**src/rtl/stream_byte_fifo_if.sv**
```systemverilog
// ============================================================================
//  Module   : stream_byte_fifo_if
//  Brief    : Producer/consumer handshake bundle for stream_byte_fifo.
//  Revision : 1.0
// ============================================================================
`default_nettype none

interface stream_byte_fifo_if #(
    parameter int DEPTH = 16,
    parameter int AW    = $clog2(DEPTH)
);
    logic [7:0]  in_data;
    logic        in_valid;
    logic        in_ready;
    logic [7:0]  out_data;
    logic        out_valid;
    logic        out_ready;
    logic [AW:0] level;
    logic        overflow;
    logic        clr;

    // Environment side: drives writes, read acceptance and flush.
    modport master (
        output in_data, in_valid, out_ready, clr,
        input  in_ready, out_data, out_valid, level, overflow
    );

    // FIFO side.
    modport slave (
        input  in_data, in_valid, out_ready, clr,
        output in_ready, out_data, out_valid, level, overflow
    );
endinterface

`default_nettype wire

```
**src/rtl/stream_byte_fifo.sv**
```systemverilog
// ============================================================================
//  Module   : stream_byte_fifo
//  Brief    : FWFT byte FIFO with sticky overflow flag and synchronous flush.
//  Revision : 1.0
// ============================================================================
`default_nettype none

module stream_byte_fifo #(
    parameter int DEPTH = 16,
    parameter int AW    = $clog2(DEPTH)
) (
    input  wire logic            clk,
    input  wire logic            rst,
    stream_byte_fifo_if.slave    bus
);

    logic [7:0]  r_mem [DEPTH];
    logic [AW:0] r_wr_ptr;
    logic [AW:0] r_rd_ptr;
    logic        r_overflow;

    logic        w_full;
    logic        w_empty;
    logic        w_push;
    logic        w_pop;
    logic        w_drop;

    // Status comes only from registered pointers; no path from in_valid/out_ready.
    assign w_full  = (r_wr_ptr[AW-1:0] == r_rd_ptr[AW-1:0]) &&
                     (r_wr_ptr[AW] != r_rd_ptr[AW]);
    assign w_empty = (r_wr_ptr == r_rd_ptr);

    // A flush swallows any concurrent push or pop, including drop detection.
    assign w_push = bus.in_valid && !w_full && !bus.clr;
    assign w_drop = bus.in_valid &&  w_full && !bus.clr;
    assign w_pop  = bus.out_ready && !w_empty && !bus.clr;

    always_ff @(posedge clk or posedge rst) begin
        if (rst) begin
            r_wr_ptr   <= '0;
            r_rd_ptr   <= '0;
            r_overflow <= 1'b0;
        end else if (bus.clr) begin
            r_wr_ptr   <= '0;
            r_rd_ptr   <= '0;
            r_overflow <= 1'b0;
        end else begin
            if (w_push) begin
                r_wr_ptr <= r_wr_ptr + 1'b1;
            end
            if (w_pop) begin
                r_rd_ptr <= r_rd_ptr + 1'b1;
            end
            if (w_drop) begin
                r_overflow <= 1'b1;
            end
        end
    end

    always_ff @(posedge clk) begin
        if (w_push) begin
            r_mem[r_wr_ptr[AW-1:0]] <= bus.in_data;
        end
    end

    assign bus.in_ready  = !w_full;
    assign bus.out_valid = !w_empty;
    assign bus.out_data  = w_empty ? 8'h00 : r_mem[r_rd_ptr[AW-1:0]];
    assign bus.level     = r_wr_ptr - r_rd_ptr;
    assign bus.overflow  = r_overflow;

endmodule

`default_nettype wire

```
**src/flat_wrapper.sv**
```systemverilog
// flat-port wrapper written by rule: the top's interface ports become plain ports
module stream_byte_fifo_flat 
#(
    parameter int DEPTH = 16,
    parameter int AW    = $clog2(DEPTH)
)
  (clk, rst, bus_in_data, bus_in_valid, bus_out_ready, bus_clr, bus_in_ready, bus_out_data, bus_out_valid, bus_level, bus_overflow);
  stream_byte_fifo_if #(.DEPTH(DEPTH), .AW(AW)) bus_i ();
  input  wire logic clk;
  input  wire logic rst;
  input wire logic [$bits(bus_i.in_data)-1:0] bus_in_data;
  input wire logic [$bits(bus_i.in_valid)-1:0] bus_in_valid;
  input wire logic [$bits(bus_i.out_ready)-1:0] bus_out_ready;
  input wire logic [$bits(bus_i.clr)-1:0] bus_clr;
  output wire logic [$bits(bus_i.in_ready)-1:0] bus_in_ready;
  output wire logic [$bits(bus_i.out_data)-1:0] bus_out_data;
  output wire logic [$bits(bus_i.out_valid)-1:0] bus_out_valid;
  output wire logic [$bits(bus_i.level)-1:0] bus_level;
  output wire logic [$bits(bus_i.overflow)-1:0] bus_overflow;
  assign bus_i.in_data = bus_in_data;
  assign bus_i.in_valid = bus_in_valid;
  assign bus_i.out_ready = bus_out_ready;
  assign bus_i.clr = bus_clr;
  assign bus_in_ready = bus_i.in_ready;
  assign bus_out_data = bus_i.out_data;
  assign bus_out_valid = bus_i.out_valid;
  assign bus_level = bus_i.level;
  assign bus_overflow = bus_i.overflow;
  stream_byte_fifo #(.DEPTH(DEPTH), .AW(AW)) u_core (.clk(clk), .rst(rst), .bus(bus_i));
endmodule
```
**config.mk**
```make
export PLATFORM = sky130hd
export DESIGN_NAME = stream_byte_fifo_flat
export DESIGN_NICKNAME = d
export VERILOG_FILES = /design/src/rtl/stream_byte_fifo_if.sv /design/src/rtl/stream_byte_fifo.sv /design/src/flat_wrapper.sv
export SDC_FILE = /design/constraint.sdc
export NUM_CORES = 1
export LEC_CHECK = 0
export ABC_AREA = 1
export CELL_PAD_IN_SITES_DETAIL_PLACEMENT = 0
export CELL_PAD_IN_SITES_GLOBAL_PLACEMENT = 1
export CORE_ASPECT_RATIO = 0.75
export CORE_MARGIN = 2
export CORE_UTILIZATION = 43
export CTS_CLUSTER_DIAMETER = 40
export DETAILED_ROUTE_END_ITERATION = 8
export PLACE_DENSITY_LB_ADDON = 0.1
export SLEW_MARGIN = 20
export SYNTH_ARGS = -nofsm -noshare
export SYNTH_HDL_FRONTEND = slang
export SYNTH_SLANG_ARGS = --single-unit
export TNS_END_PERCENT = 20
```
**constraint.sdc**
```tcl
create_clock -name clk -period 2.6 [get_ports clk]
set_clock_uncertainty 0.2 [all_clocks]
set_input_delay 0.52 -clock clk [delete_from_list [all_inputs] [get_ports clk]]
set_output_delay 0.52 -clock clk [all_outputs]
set_load 0.05 [all_outputs]
```
Yosys cells after proc, flatten, opt, wreduce, memory -nomap -nowiden
Memory sizes are Yosys's and may differ from the RTL's.
Index checks and enable logic that the tools add are counted.

word-level totals
  register bits after elaboration = 11
  memory bits (writable) = 128
  logic and storage cells = 32
  memories = 1

memory list
  memory        words  width  read ports  clocked after Yosys merged registers in  write ports  line                    text
  u_core.r_mem  16     8      1           0                                        1            stream_byte_fifo.sv:17  logic [7:0] r_mem [DEPTH];

operators by class
  add/sub/neg operators = 3
  equality and inequality tests = 3
  mux-type cells = 9
  reduce and logical (&&, ||, !) cells = 13

operator list
  kind                   count
  $mux W5                4
  $add A5 B1 Y5 const B  2
  $mux W8                1
  $logic_and A1 B1 Y1    7
  $reduce_bool A2 Y1     3
  $eq A5 B5 Y1           1
  $sub A5 B5 Y5          1
  $eq A4 B4 Y1           1
  $mux W1                4
  $logic_not A1 Y1       3
  $ne A1 B1 Y1           1

Logic depth before layout (Yosys ltp)
Gate-level depths: netlist of run 1.

  depth in word-level cells = 7
  mapped depth = 11

Worst setup path before layout of run 1
OpenSTA, ideal clock, no wires.

  kind = register to register
  start = register u_core.r_rd_ptr[1]
  end = memory u_core.r_mem[11][0] (enable)
  setup time = 0.383 ns
  arrival time = 2.426 ns
  required time = 2.017 ns
  path slack = -0.410 ns
  stages on the path, launching flop included = 12
  period minus slack after synthesis = 3.010 ns
  path through = dfrtp_1 > buf_2 > clkinv_1 > buf_2 > ha_1 > nand2_1 > nor2_2 > nand2_2 > nand2_4 > nor2_4 > inv_1 > nor3_1

on the way
  cells in the longest elaborated chain, start to end = 7

RTL lines
  what                              line                    text
  from (decl)                       stream_byte_fifo.sv:19  logic [AW:0] r_rd_ptr;
  from (signal assigned)            stream_byte_fifo.sv:52  r_rd_ptr <= r_rd_ptr + 1'b1;
  $eq A4 B4 Y1                      stream_byte_fifo.sv:29  assign w_full = (r_wr_ptr[AW-1:0] == r_rd_ptr[AW-1:0]) &&
  $logic_and A1 B1 Y1               stream_byte_fifo.sv:29
  $logic_not A1 Y1                  n/a
  named net bus_in_ready            flat_wrapper.sv:15      output wire logic [$bits(bus_i.in_ready)-1:0] bus_in_ready;
  $logic_and A1 B1 Y1 (2 in a row)  stream_byte_fifo.sv:34  assign w_push = bus.in_valid && !w_full && !bus.clr;
  $mux W1                           stream_byte_fifo.sv:61  if (w_push) begin
  $mux W1 (not written as such)     stream_byte_fifo.sv:62  r_mem[r_wr_ptr[AW-1:0]] <= bus.in_data;
  to (decl)                         stream_byte_fifo.sv:17

The timed path passes the listed nets, and every way through them passes these cells.

Worst setup path after layout of run 1
  start = register u_core.r_rd_ptr[0]
  end = output bus_out_data[2]

on the way
  cells in the longest elaborated chain, start to end = 2
  elaborated cells between the ends (all ways) = 3
  those cells by class = eq/ne: 1; mux: 1; memory: 1

RTL lines
  what                                            line                    text
  $mem_v2 Z16 W8 or $eq A5 B5 Y1 (tied branches)  n/a
  $mux W8 *                                       stream_byte_fifo.sv:68  assign bus.out_data = w_empty ? 8'h00 : r_mem[r_rd_ptr[AW-1:0]];
  to (decl)                                       flat_wrapper.sv:16      output wire logic [$bits(bus_i.out_data)-1:0] bus_out_data;

Mark *: on every way between the ends. The rest lies on a longest branch, timed or not.

==> results of run 1 <==
-- flip-flops by register name, indices dropped and copies added (netlist names) --
register / flops
u_core.r_mem: 128
u_core.r_rd_ptr: 5
u_core.r_wr_ptr: 5
u_core.bus.overflow: 1
-- metal layers --
layer / GRT usage [%] / routed length, um / up-vias
met3: 4.007 / 833 / 21
met5: 0 / 0 / -
met2: 33.85 / 7526 / 131
li1: - / - / 2220
met1: 33.86 / 8113 / 2217
met4: 7.212 / 240 / 0
-- metrics by stage --
stage / std cells / hold slack (ns) / total power (uW)
floorplan: 649 / 0.1724 / 3355
global placement: 896 / 0.3102 / 3802
detailed placement: 896 / 0.3235 / 3802
CTS: 932 / 0.2232 / 6377
global route: 933 / 0.2608 / 6612
finish: 933 / 0.2149 / 6381
-- cells in the final DEF (no fill, tap or decap), drive strengths merged --
cell type and instances:
a21oi 11, buf 62, bufinv 3, clkbuf 18
clkdlybuf4s50 13, clkinv 6, clkinvlp 5, dfrtp 11
edfxtp 128, fa 1, ha 9, inv 107
nand2 240, nand3 74, nand4 1, nor2 20
nor3 6, o21ai 10, o31ai 1, xnor2 1
xor2 6
-- worst max-delay path, stage by stage (launching register included) --
cell and delay, ns:
dfrtp_2 0.52, inv_8 0.09, buf_12 0.17, nand2_1 0.06, nand3_1 0.10, nand2_2 0.11, nand2_1 0.07, nand2_1 0.06
inv_1 0.08, a21oi_2 0.16, buf_6 0.17
-- worst max-delay path by stage --
stage	slack [ns]	end	depth (start not counted)	start
global placement	0.06	bus_out_data[6]	8	u_core.r_rd_ptr[1]
global route	-0.23	bus_out_data[4]	8	u_core.r_rd_ptr[0]
detailed placement	0.02	bus_out_data[4]	8	u_core.r_rd_ptr[1]
CTS	-0.16	bus_level[4]	7	u_core.r_rd_ptr[0]
floorplan	-0.06	bus_level[4]	7	u_core.r_rd_ptr[1]
finish	-0.14	bus_out_data[2]	10	u_core.r_rd_ptr[0]
-- report_power, final --
group | internal [uW] | switching (uW) | leakage (uW) | total, uW
Clock | 1510 | 951 | 0.000277 | 2460
Sequential | 2460 | 22.1 | 0.00130 | 2490
Combinational | 522 | 913 | 0.00189 | 1430
Total | 4500 | 1890 | 0.00347 | 6380
-- kinds of logic (layout without fill, tap and decap cells) --
logic type / after synthesis / count (layout) / synth area share, %
adders and majority gates: 10 / 10 / 2.083
buffers and inverters: 130 / 214 / 8.469
DFF: 139 / 139 / 64.69
xor gates and xnor gates: 7 / 7 / 0.9629
and+or+nand+nor: 341 / 341 / 22.03
AOI/OAI and AO/OA: 22 / 22 / 1.769
-- final cells by class --
type / instances / area (um2)
timing repair buffer: 75 / 752.0
tap: 200 / 250.2
multi-input combinational: 380 / 1939
sequential: 139 / 4120
inverter: 107 / 412.9
fill: 1299 / 6379
clock inverter: 14 / 171.4
clock buffer: 18 / 429.2
-- timing repair --
action	CTS	global route
resized for setup	29	22
setup buffers	4	1
hold buffers	0	0
endpoints found under the setup margin	13	57
pin swaps	5	7
==> out/qor.yml, run 1 <==
die_area_um2: 15810
cts.path.max_buffers: 2
synth.area.top_cells: "edfxtp_1 60%, nand2_1 14%, inv_1 6.0%"
n_antenna_cell: 0
failed_checks: "negative setup slack"
die_x_um: 144.5
cts_tree: "yes"
arrival_ns: 2.02
cts.clk_slew.worst_paths_ns: 0.06
grt_usage_pct: 22.67
yosysTopAreaCell: "edfxtp_1"
netlist_area_um2: 6367
synth-async-reset-ratio_pct: 7.914
peakVddDrop_uv: 517.8
setup_tns_ns: -1.041
synth_cell_type_count: 27
antenna_found_initial: 0
synthTopCellsByCount: "238 x nand2_1, 128 x edfxtp_1, 102 x inv_1"
clk_latency_ns: 0.42
routedWlPerCell_um: 17.91
post-place-ws_ns: 0.02046
cp-start-kind: "flip-flop"
grt_overflow_total: 0
cts.sinks: 139
synth_seq_area_share_pct: 64.69
cts_made_buffers: 17
reg2reg_from: "u_core.r_rd_ptr[1]"
setup_viol: 10
grt_start_max_net_pins: 38
grt_pass1_vias: 4395
pin_count: 29
path_max_fanout: 21
r2r_setup_slack_ns: 0.06
grt_first_pass_wirelength_um: 25560
drt_iter0_drc: 365
min_path_type: "in -> async"
finalWirelength_um: 16710
synth_seq_cells: 139
powerDensity_nw_per_um2: 790.2
fmax_mhz: 365.0
rr_worst_depth: 10
drc: 0
ys.flop_type: "edfxtp_1"
drt_pass1_iterations: 5
regToRegEndpoint: "u_core.r_mem[11][5]"
cp-end-kind: "output port"
min_period_over_period_pct: 105.4
synth_edf_count: 128
postLayoutCellArea_um2: 8075
run_status: "complete, but fails checks"
routed_via_density: 4.919
p_leak_uw: 0.003468
drive_above_1_share_pct: 20.74
rows: 38
hold_viol: 0
placed_area_um2: 7246
cap_violations: 0
worst_slack_ns: -0.1394
place.gp.congestion: 0.8890
worstMarginPinSlew_ns: 0.5749
syn_to_final_growth_pct: 26.82
cts-root-buf: "clkbuf_16"
final_util_pct: 55.87
syn_inst: 649
maxSlewHeadroom_pct: 61.55
yosysTopAreaCellShare_pct: 60.37
maxSlewViolCount: 0
crit_type: "reg -> out"
dpl.hpwl_um: 11040
dr_total_vias: 4589
timing.final.crit_period_ns: 2.739
syn_nets: 672
core_region_area_um2: 14450
avgSynthCellArea_um2: 9.811
portBuffers: 28
rsz0062_at_grt: "true"
initial_core_util_pct: 44.05
die-height_um: 109.4
htreeDepth: 4
nets: 743
worstPathRequired_ns: 1.88
yosys_warnings: 0
synthMostInstantiatedCell: "nand2_1"
ant_nets: 0
Note: power is estimated with default switching activity, not from simulation.
==> inputs of run 2 (changes only) <==
--- a/config.mk
+++ b/config.mk
@@ -14,7 +14,7 @@
 export CTS_CLUSTER_DIAMETER = 40
 export DETAILED_ROUTE_END_ITERATION = 8
 export PLACE_DENSITY_LB_ADDON = 0.1
-export SLEW_MARGIN = 20
+export SLEW_MARGIN = 10
 export SYNTH_ARGS = -nofsm -noshare
 export SYNTH_HDL_FRONTEND = slang
 export SYNTH_SLANG_ARGS = --single-unit
==> results of run 2 <==
The final DEF is identical to that of run 1; final timing and power are the same.
